[config.mk]
export PLATFORM = sky130hd
export DESIGN_NAME = sram_like_arbiter
export DESIGN_NICKNAME = d
export VERILOG_FILES = /design/src/rtl/sram_like_arbiter_pkg.sv /design/src/rtl/sram_like_arbiter_id_fifo.sv /design/src/rtl/sram_like_arbiter.sv
export SDC_FILE = /design/constraint.sdc
export NUM_CORES = 1
export LEC_CHECK = 0
export ABC_AREA = 1
export BUFFER_PORTS_ARGS = -buffer_cell sky130_fd_sc_hd__clkbuf_2
export CORE_AREA = 2 2 127 129
export CTS_BUF_LIST = sky130_fd_sc_hd__clkbuf_4 sky130_fd_sc_hd__clkbuf_8 sky130_fd_sc_hd__clkbuf_16
export CTS_CLUSTER_DIAMETER = 60
export CTS_CLUSTER_SIZE = 28
export DETAILED_ROUTE_END_ITERATION = 7
export DIE_AREA = 0 0 129 131
export PLACE_DENSITY = 0.48
export SLEW_MARGIN = 10
export SYNTH_ARGS = -nofsm -noshare
export SYNTH_HDL_FRONTEND = slang
export SYNTH_SLANG_ARGS = --single-unit
[constraint.sdc]
create_clock -name clk -period 2.1 [get_ports clk]
set_input_delay 0.21 -clock clk [delete_from_list [all_inputs] [get_ports clk]]
set_output_delay 0.21 -clock clk [all_outputs]
set_load 0.01 [all_outputs]
[src/rtl/sram_like_arbiter_pkg.sv]
// Shared definitions for the two-requester sram-like arbiter: requester IDs
// and the transfer-size encoding carried on the size buses.
package sram_like_arbiter_pkg;

    typedef enum logic {
        ID_INST = 1'b0,
        ID_DATA = 1'b1
    } req_id_t;

    localparam logic [1:0] SZ_BYTE = 2'd0;
    localparam logic [1:0] SZ_HALF = 2'd1;
    localparam logic [1:0] SZ_WORD = 2'd2;

    // Occupancy counter width for a queue of the given depth (holds 0..depth).
    function automatic int occ_width(input int depth);
        return $clog2(depth) + 1;
    endfunction

endpackage

[src/rtl/sram_like_arbiter_id_fifo.sv]
// Response-order queue: remembers which requester issued each accepted
// transaction so in-order downstream responses can be routed back.
module arb_id_fifo #(
    parameter int DEPTH = 4
) (
    input  logic                     clk,
    input  logic                     reset,
    input  logic                     push,
    input  logic                     pop,
    input  logic                     din,
    output logic                     head,
    output logic [$clog2(DEPTH):0]   count,
    output logic                     full,
    output logic                     empty
);
    localparam int PTR_W = $clog2(DEPTH);
    localparam int CNT_W = PTR_W + 1;

    logic [PTR_W-1:0] wr_ptr;
    logic [PTR_W-1:0] rd_ptr;
    logic             mem [DEPTH];
    logic             do_push;
    logic             do_pop;

    assign full    = (count == CNT_W'(DEPTH));
    assign empty   = (count == '0);
    assign do_push = push & ~full;
    assign do_pop  = pop & ~empty;
    assign head    = mem[rd_ptr];

    // NOTE: sequential state uses non-blocking assignments so every register
    // samples pre-edge values, independent of process ordering.
    always_ff @(posedge clk) begin
        if (reset) begin
            wr_ptr <= '0;
            rd_ptr <= '0;
            count  <= '0;
        end else begin
            // DEPTH is a power of two, so the pointers wrap on overflow.
            if (do_push) wr_ptr <= wr_ptr + PTR_W'(1);
            if (do_pop)  rd_ptr <= rd_ptr + PTR_W'(1);
            case ({do_push, do_pop})
                2'b10:   count <= count + CNT_W'(1);
                2'b01:   count <= count - CNT_W'(1);
                default: count <= count;
            endcase
        end
    end

    // NOTE: storage is not reset; only slots between rd_ptr and wr_ptr are
    // ever read, and leaving it reset-free keeps it mappable to plain RAM.
    always_ff @(posedge clk) begin
        if (do_push) mem[wr_ptr] <= din;
    end

endmodule

[src/rtl/sram_like_arbiter.sv]
// Two-into-one sram-like port arbiter: data has priority, inst is protected
// by a starvation counter, the address phase is locked until accepted.
module sram_like_arbiter
    import sram_like_arbiter_pkg::*;
#(
    parameter int OUTSTANDING  = 4,
    parameter int STARVE_LIMIT = 8,
    parameter int ADDR_W       = 32,
    parameter int DATA_W       = 32
) (
    input  logic                          clk,
    input  logic                          reset,

    input  logic                          inst_req,
    input  logic                          inst_wr,
    input  logic [1:0]                    inst_size,
    input  logic [3:0]                    inst_wstrb,
    input  logic [ADDR_W-1:0]             inst_addr,
    input  logic [DATA_W-1:0]             inst_wdata,
    output logic                          inst_addr_ok,
    output logic                          inst_data_ok,
    output logic [DATA_W-1:0]             inst_rdata,

    input  logic                          data_req,
    input  logic                          data_wr,
    input  logic [1:0]                    data_size,
    input  logic [3:0]                    data_wstrb,
    input  logic [ADDR_W-1:0]             data_addr,
    input  logic [DATA_W-1:0]             data_wdata,
    output logic                          data_addr_ok,
    output logic                          data_data_ok,
    output logic [DATA_W-1:0]             data_rdata,

    output logic                          m_req,
    output logic                          m_wr,
    output logic [1:0]                    m_size,
    output logic [3:0]                    m_wstrb,
    output logic [ADDR_W-1:0]             m_addr,
    output logic [DATA_W-1:0]             m_wdata,
    input  logic                          m_addr_ok,
    input  logic                          m_data_ok,
    input  logic [DATA_W-1:0]             m_rdata,

    output logic [$clog2(OUTSTANDING):0]  outstanding
);
    localparam int              SC_W       = $clog2(STARVE_LIMIT + 1);
    localparam int              OCC_W      = occ_width(OUTSTANDING);
    localparam logic [SC_W-1:0] STARVE_MAX = SC_W'(STARVE_LIMIT);

    req_id_t         grant;
    req_id_t         lock_id;
    req_id_t         head_id;
    logic            lock;
    logic [SC_W-1:0] starve_cnt;
    logic            granted_req;
    logic            accept;
    logic            pop;
    logic            fifo_head;
    logic            fifo_full;
    logic            fifo_empty;
    logic [OCC_W-1:0] fifo_count;

    // Once the address phase has been offered, keep the same requester
    // until the downstream accepts it, so the payload never changes mid-phase.
    always_comb begin
        if (lock)
            grant = lock_id;
        else if (data_req && !(inst_req && starve_cnt == STARVE_MAX))
            grant = ID_DATA;
        else
            grant = ID_INST;
    end

    assign granted_req = (grant == ID_DATA) ? data_req : inst_req;
    assign m_req       = granted_req & ~fifo_full & ~reset;
    assign accept      = m_req & m_addr_ok;

    assign inst_addr_ok = accept & (grant == ID_INST);
    assign data_addr_ok = accept & (grant == ID_DATA);

    // NOTE: every output of this block gets a default first, so no path
    // leaves a signal unassigned and no latch is inferred.
    always_comb begin
        m_wr    = inst_wr;
        m_size  = inst_size;
        m_wstrb = inst_wstrb;
        m_addr  = inst_addr;
        m_wdata = inst_wdata;
        if (grant == ID_DATA) begin
            m_wr    = data_wr;
            m_size  = data_size;
            m_wstrb = data_wstrb;
            m_addr  = data_addr;
            m_wdata = data_wdata;
        end
    end

    always_ff @(posedge clk) begin
        if (reset) begin
            lock    <= 1'b0;
            lock_id <= ID_INST;
        end else if (m_req && !m_addr_ok) begin
            lock    <= 1'b1;
            lock_id <= grant;
        end else if (m_addr_ok) begin
            lock    <= 1'b0;
        end
    end

    // Counts data wins while inst is waiting; at the limit inst goes next.
    always_ff @(posedge clk) begin
        if (reset || !inst_req) begin
            starve_cnt <= '0;
        end else if (accept) begin
            if (grant == ID_INST)
                starve_cnt <= '0;
            else if (starve_cnt != STARVE_MAX)
                starve_cnt <= starve_cnt + SC_W'(1);
        end
    end

    // A response with nothing outstanding is stray and is dropped.
    assign pop     = m_data_ok & ~fifo_empty & ~reset;
    assign head_id = req_id_t'(fifo_head);

    arb_id_fifo #(
        .DEPTH (OUTSTANDING)
    ) u_id_fifo (
        .clk   (clk),
        .reset (reset),
        .push  (accept),
        .pop   (pop),
        .din   (grant == ID_DATA),
        .head  (fifo_head),
        .count (fifo_count),
        .full  (fifo_full),
        .empty (fifo_empty)
    );

    assign inst_data_ok = pop & (head_id == ID_INST);
    assign data_data_ok = pop & (head_id == ID_DATA);
    assign inst_rdata   = m_rdata;
    assign data_rdata   = m_rdata;
    assign outstanding  = fifo_count;

endmodule

==> flow_results.org <==
** CTS
- Clock Path Buffers :: 2
- Quantity of hold-fixing buffers added after cts :: 0
- Clock latency on the worst-skew pair, taken at its later pin, is 0.25 ns.
- TritonCTS built the clock tree.
- Clock tree synthesis found a total of 19 sinks.
- Clock tree synthesis selected as its root buffer the cell clkbuf_16.
- In this run the number of H-tree levels came out at 1.
- Clock-pin slew was measured on the worst setup and hold paths at 0.06 ns.
- TritonCTS created 3 clock buffers.

** Synth
- The mapped netlist covers 2439 um^2.
- Counting flops and latches in the post-synthesis netlist gives 19.
- The largest total area in the synthesized netlist belongs to nand2_1.
- By count the netlist is led by nand2_1 (230), buf_4 (71), inv_1 (27).
- Number of enable-type register cells in the synthesized netlist :: 4
- Post-Syn Nets :: 618
- Count of synthesis-stage warnings from yosys :: 0
- Ys flop type :: dfxtp_1
- Most used standard cell by instance count after synthesis :: nand2_1
- Proportion of synthesized chip area in sequential cells :: 17.24%
- Of the post-synthesis cell area, the dominant cell type holds 35.40%.
- For this run, asynchronously set or reset flops after synthesis account for 0%.
- Synthesis produced 430 cells.
- The average instance in the mapped netlist occupies 5.671 um^2.
- Sorting the synthesized cells by area gives the leading types as nand2_1 (35%), buf_4 (22%), dfxtp_1 (12%), edfxtp_1 (4.9%), inv_1 (4.2%).
- Synth cell types :: 25

** Critical path
- STA classifies the critical path startpoint as a flop.
- Critical R2R Launch :: starve_cnt[0]$_SDFFE_PP0P_
- The critical path is of the flop to output port type.
- The endpoint identified for the worst register-to-register timing path is u_id_fifo.count[2]$_SDFFE_PP0P_.
- Slowest cell delay on critical path :: 0.31 ns
- Arrival time reported for the critical path endpoint :: 1.79 ns
- Slowest cell on crit path :: dfxtp_1
- Critical Path RT :: 1.89 ns
- Number of cells on the worst reg-to-reg path :: 13
- Reg-to-reg setup timing slack :: 0.12 ns
- In this design, the largest share of critical-path delay is due to buffers and inverters.
- Crit path max fanout :: 22
- Critical path capture point type :: output port
- Count of buffering cells on the critical path with inverters included :: 5
- Walking the worst path, the cells encountered are inv_1 > ha_2 > nand4_2 > nand2_2 > nand2_2 > clkinv_4 > buf_12 > nand3_1 > inv_1 > clkbuf_2.

** Floorplanning
- Die Width :: 129 um
- The core region is 15600 um^2.
- The die is 131 um tall.
- The initial utilization of the core area, before any placement, comes to 15.63%.
- Placement row count :: 46
- Number of ports placed on the die boundary :: 323
- The die covers 16900 um^2.

** Placement
- At the end of routability-driven placement, the weighted congestion stood at 0.7192.
- The placed instances occupy a cell area of 3331 um^2.
- Detailed placement ended at an HPWL of 7061 um.
- Number of I/O port buffers :: 226

** Cells and area
- Relative area change from synthesis to final layout :: 42.02%
- Fin nets :: 778
- Design Area, Final :: 3463 um^2
- The repair_antennas step left the layout with diodes totalling 0.
- Cells with a size suffix above 1 make up 43.29% of the layout.

** Global route
- For this run the aggregate overflow at the end of global routing stands at 0.
- The first global-routing pass estimated 11800 um of wire.
- Pin count of the biggest net entering global routing :: 44
- Number of global-route vias before repair :: 2454
- Tot GR Track Use :: 8.822%
- Number of antenna violations at the first check in global routing :: 0

** Worst hold path
- The worst hold path begins at reset.
- The worst hold path passes through 2 cells.
- In this run the worst hold path is classified as primary input to flop.
- For hold timing, the worst endpoint is lock_id$_SDFFE_PP0P_.

** Timing
- Post-route fraction of the period consumed by the critical path :: 95.41%
- Hold Fails Final Rpt :: 0
- Setup repair after global routing could not meet its margin everywhere.
- The routed design could run at a clock period as short as 2.004 ns.
- Worst-margin pin slew :: 0.2639 ns
- Achievable Freq :: 0.4991 GHz
- Between clock sinks in the finished design, the worst skew comes to 0.003577 ns.
- Setup violations, final :: 0
- Sum of negative setup slack :: 0 ns
- Measured against its own limit, the worst slew margin works out to 82.40%.
- The final-report max-slew violation count came to 0.

** Pwr
- Across the VDD grid, the largest voltage drop is 298.0 uV.
- The share of total power dissipated in sequential elements is 27.0%.
- Net switching is 36.31% of the power.
- P per Cell Area :: 432.5 nW/um^2
- Portion of total power attributed to combinational logic :: 46.3%
- Internal portion of total power :: 954.0 uW
- In this run, the clock network consumes 26.7% of the power.
- Power spent charging and discharging nets :: 544.0 uW
- The analysis attributes to cell leakage a power of 2.143 nW.

** Detailed routing
- Summed over all layers, the routed wires come to 8847 um.
- The first routing iteration left 55 violations.
- Using the TritonRoute via totals, the vias-per-cell ratio works out to 3.655.
- Across all layers, the routed design uses 2942 vias.
- TritonRoute pass-1 iters :: 4
- DRC violations left :: 0
- Average routed wire per standard cell :: 10.99 um
- Antenna violation net count after detailed routing :: 0

** Outcome
- Result of the run :: finished clean

** Flow run
- Max-cap violations in this run came to 0.
==> area by class of cell <==
class | instances | area, um^2
Sequential cell | 19 | 420.4
Clock inverter | 1 | 5.005
Multi-Input combinational cell | 298 | 1299
Inverter | 31 | 121.4
Timing Repair Buffer | 237 | 1272
Tap cell | 216 | 270.3
Clock buffer | 3 | 75.07
Fill cell | 1797 | 12130
==> cells by family after synthesis <==
kind of cell / synth area share (%)
buffers and inverters: 29.86
and+or+nand+nor: 42.48
AOI/OAI and AO/OA: 5.285
DFF: 17.24
adders and majority gates: 4.412
xor gates and xnor gates: 0.7184
==> per-layer routing <==
layer  track usage (%)  vias up  wire length, um
met4             3.389        0              285
met1             10.23     1189             3710
met5                 0        -                0
met3             2.769       31              807
met2             15.25      175             4044
li1                  -     1547                -
==> layout by cell type (no fill, tap or decap), types with 3 or more instances in the layout <==
cell and n:
clkbuf_2 226, a21oi_1 12, buf_4 6, nand2_1 230
o21ai_1 5, clkbuf_16 4, edfxtp_1 4, buf_12 3
ha_1 6, inv_1 27, nand4_1 3, nor2_1 18
o21ai_0 6, inv_2 3, nand3_1 3, dfxtp_1 15
==> worst reg2reg max path, delay by kind of cell, from the launching register on <==
kind | cells | cell delay [ns]
buffers and inverters | 2 | 0.15
flip-flops | 1 | 0.31
AO/OA/AOI/OAI | 4 | 0.37
adder cells (fa/ha/maj) | 3 | 0.67
AND/OR/NAND/NOR | 4 | 0.36
==> power by group through the flow <==
stage	Combinational [mW]	Clock [mW]	Sequential (mW)
3_5_place_dp	0.682	0	0.412
2_1_floorplan	0.471	0	0.414
4_1_cts	0.688	0.406	0.405
5_1_grt	0.789	0.426	0.408
6_report	0.693	0.400	0.405
3_3_place_gp	0.686	0	0.413
==> worst max-delay path by stage <==
stage,from,slack [ns],end,cells after the start
after detailed placement,starve_cnt[0]$_SDFFE_PP0P_,0.09,u_id_fifo.count[2]$_SDFFE_PP0P_,13
after CTS,starve_cnt[0]$_SDFFE_PP0P_,0.02,m_wdata[6],9
after floorplan,starve_cnt[0]$_SDFFE_PP0P_,0.005,u_id_fifo.count[2]$_SDFFE_PP0P_,14
after global routing,starve_cnt[0]$_SDFFE_PP0P_,-0.06,u_id_fifo.count[2]$_SDFFE_PP0P_,13
final,starve_cnt[0]$_SDFFE_PP0P_,0.1,inst_addr_ok,10
after global placement,starve_cnt[0]$_SDFFE_PP0P_,0.06,u_id_fifo.count[2]$_SDFFE_PP0P_,13
==> stage by stage <==
| stage | setup slack [ns] | hold WS (ns) | utilization, % | instances | total power [mW] |
|---|---|---|---|---|---|
| after floorplan | 0.005165 | 0.2791 | - | 430 | 0.8849 |
| after global placement | 0.06113 | 0.4201 | 21.35 | 800 | 1.098 |
| after detailed placement | 0.08733 | 0.4201 | 21.35 | 800 | 1.095 |
| after CTS | 0.02225 | 0.2068 | 21.89 | 804 | 1.499 |
| after global routing | -0.06077 | 0.2268 | 22.20 | 805 | 1.623 |
| final | 0.09638 | 0.2066 | 22.20 | 805 | 1.498 |
==> what timing repair did <==
action / 4_1_cts / 5_1_grt
gates resized for setup: 1 / 7
setup buffers: 0 / 0
setup endpoints to repair: 1 / 37
cloned: 0 / 1
(Power assumes the default switching activity.)
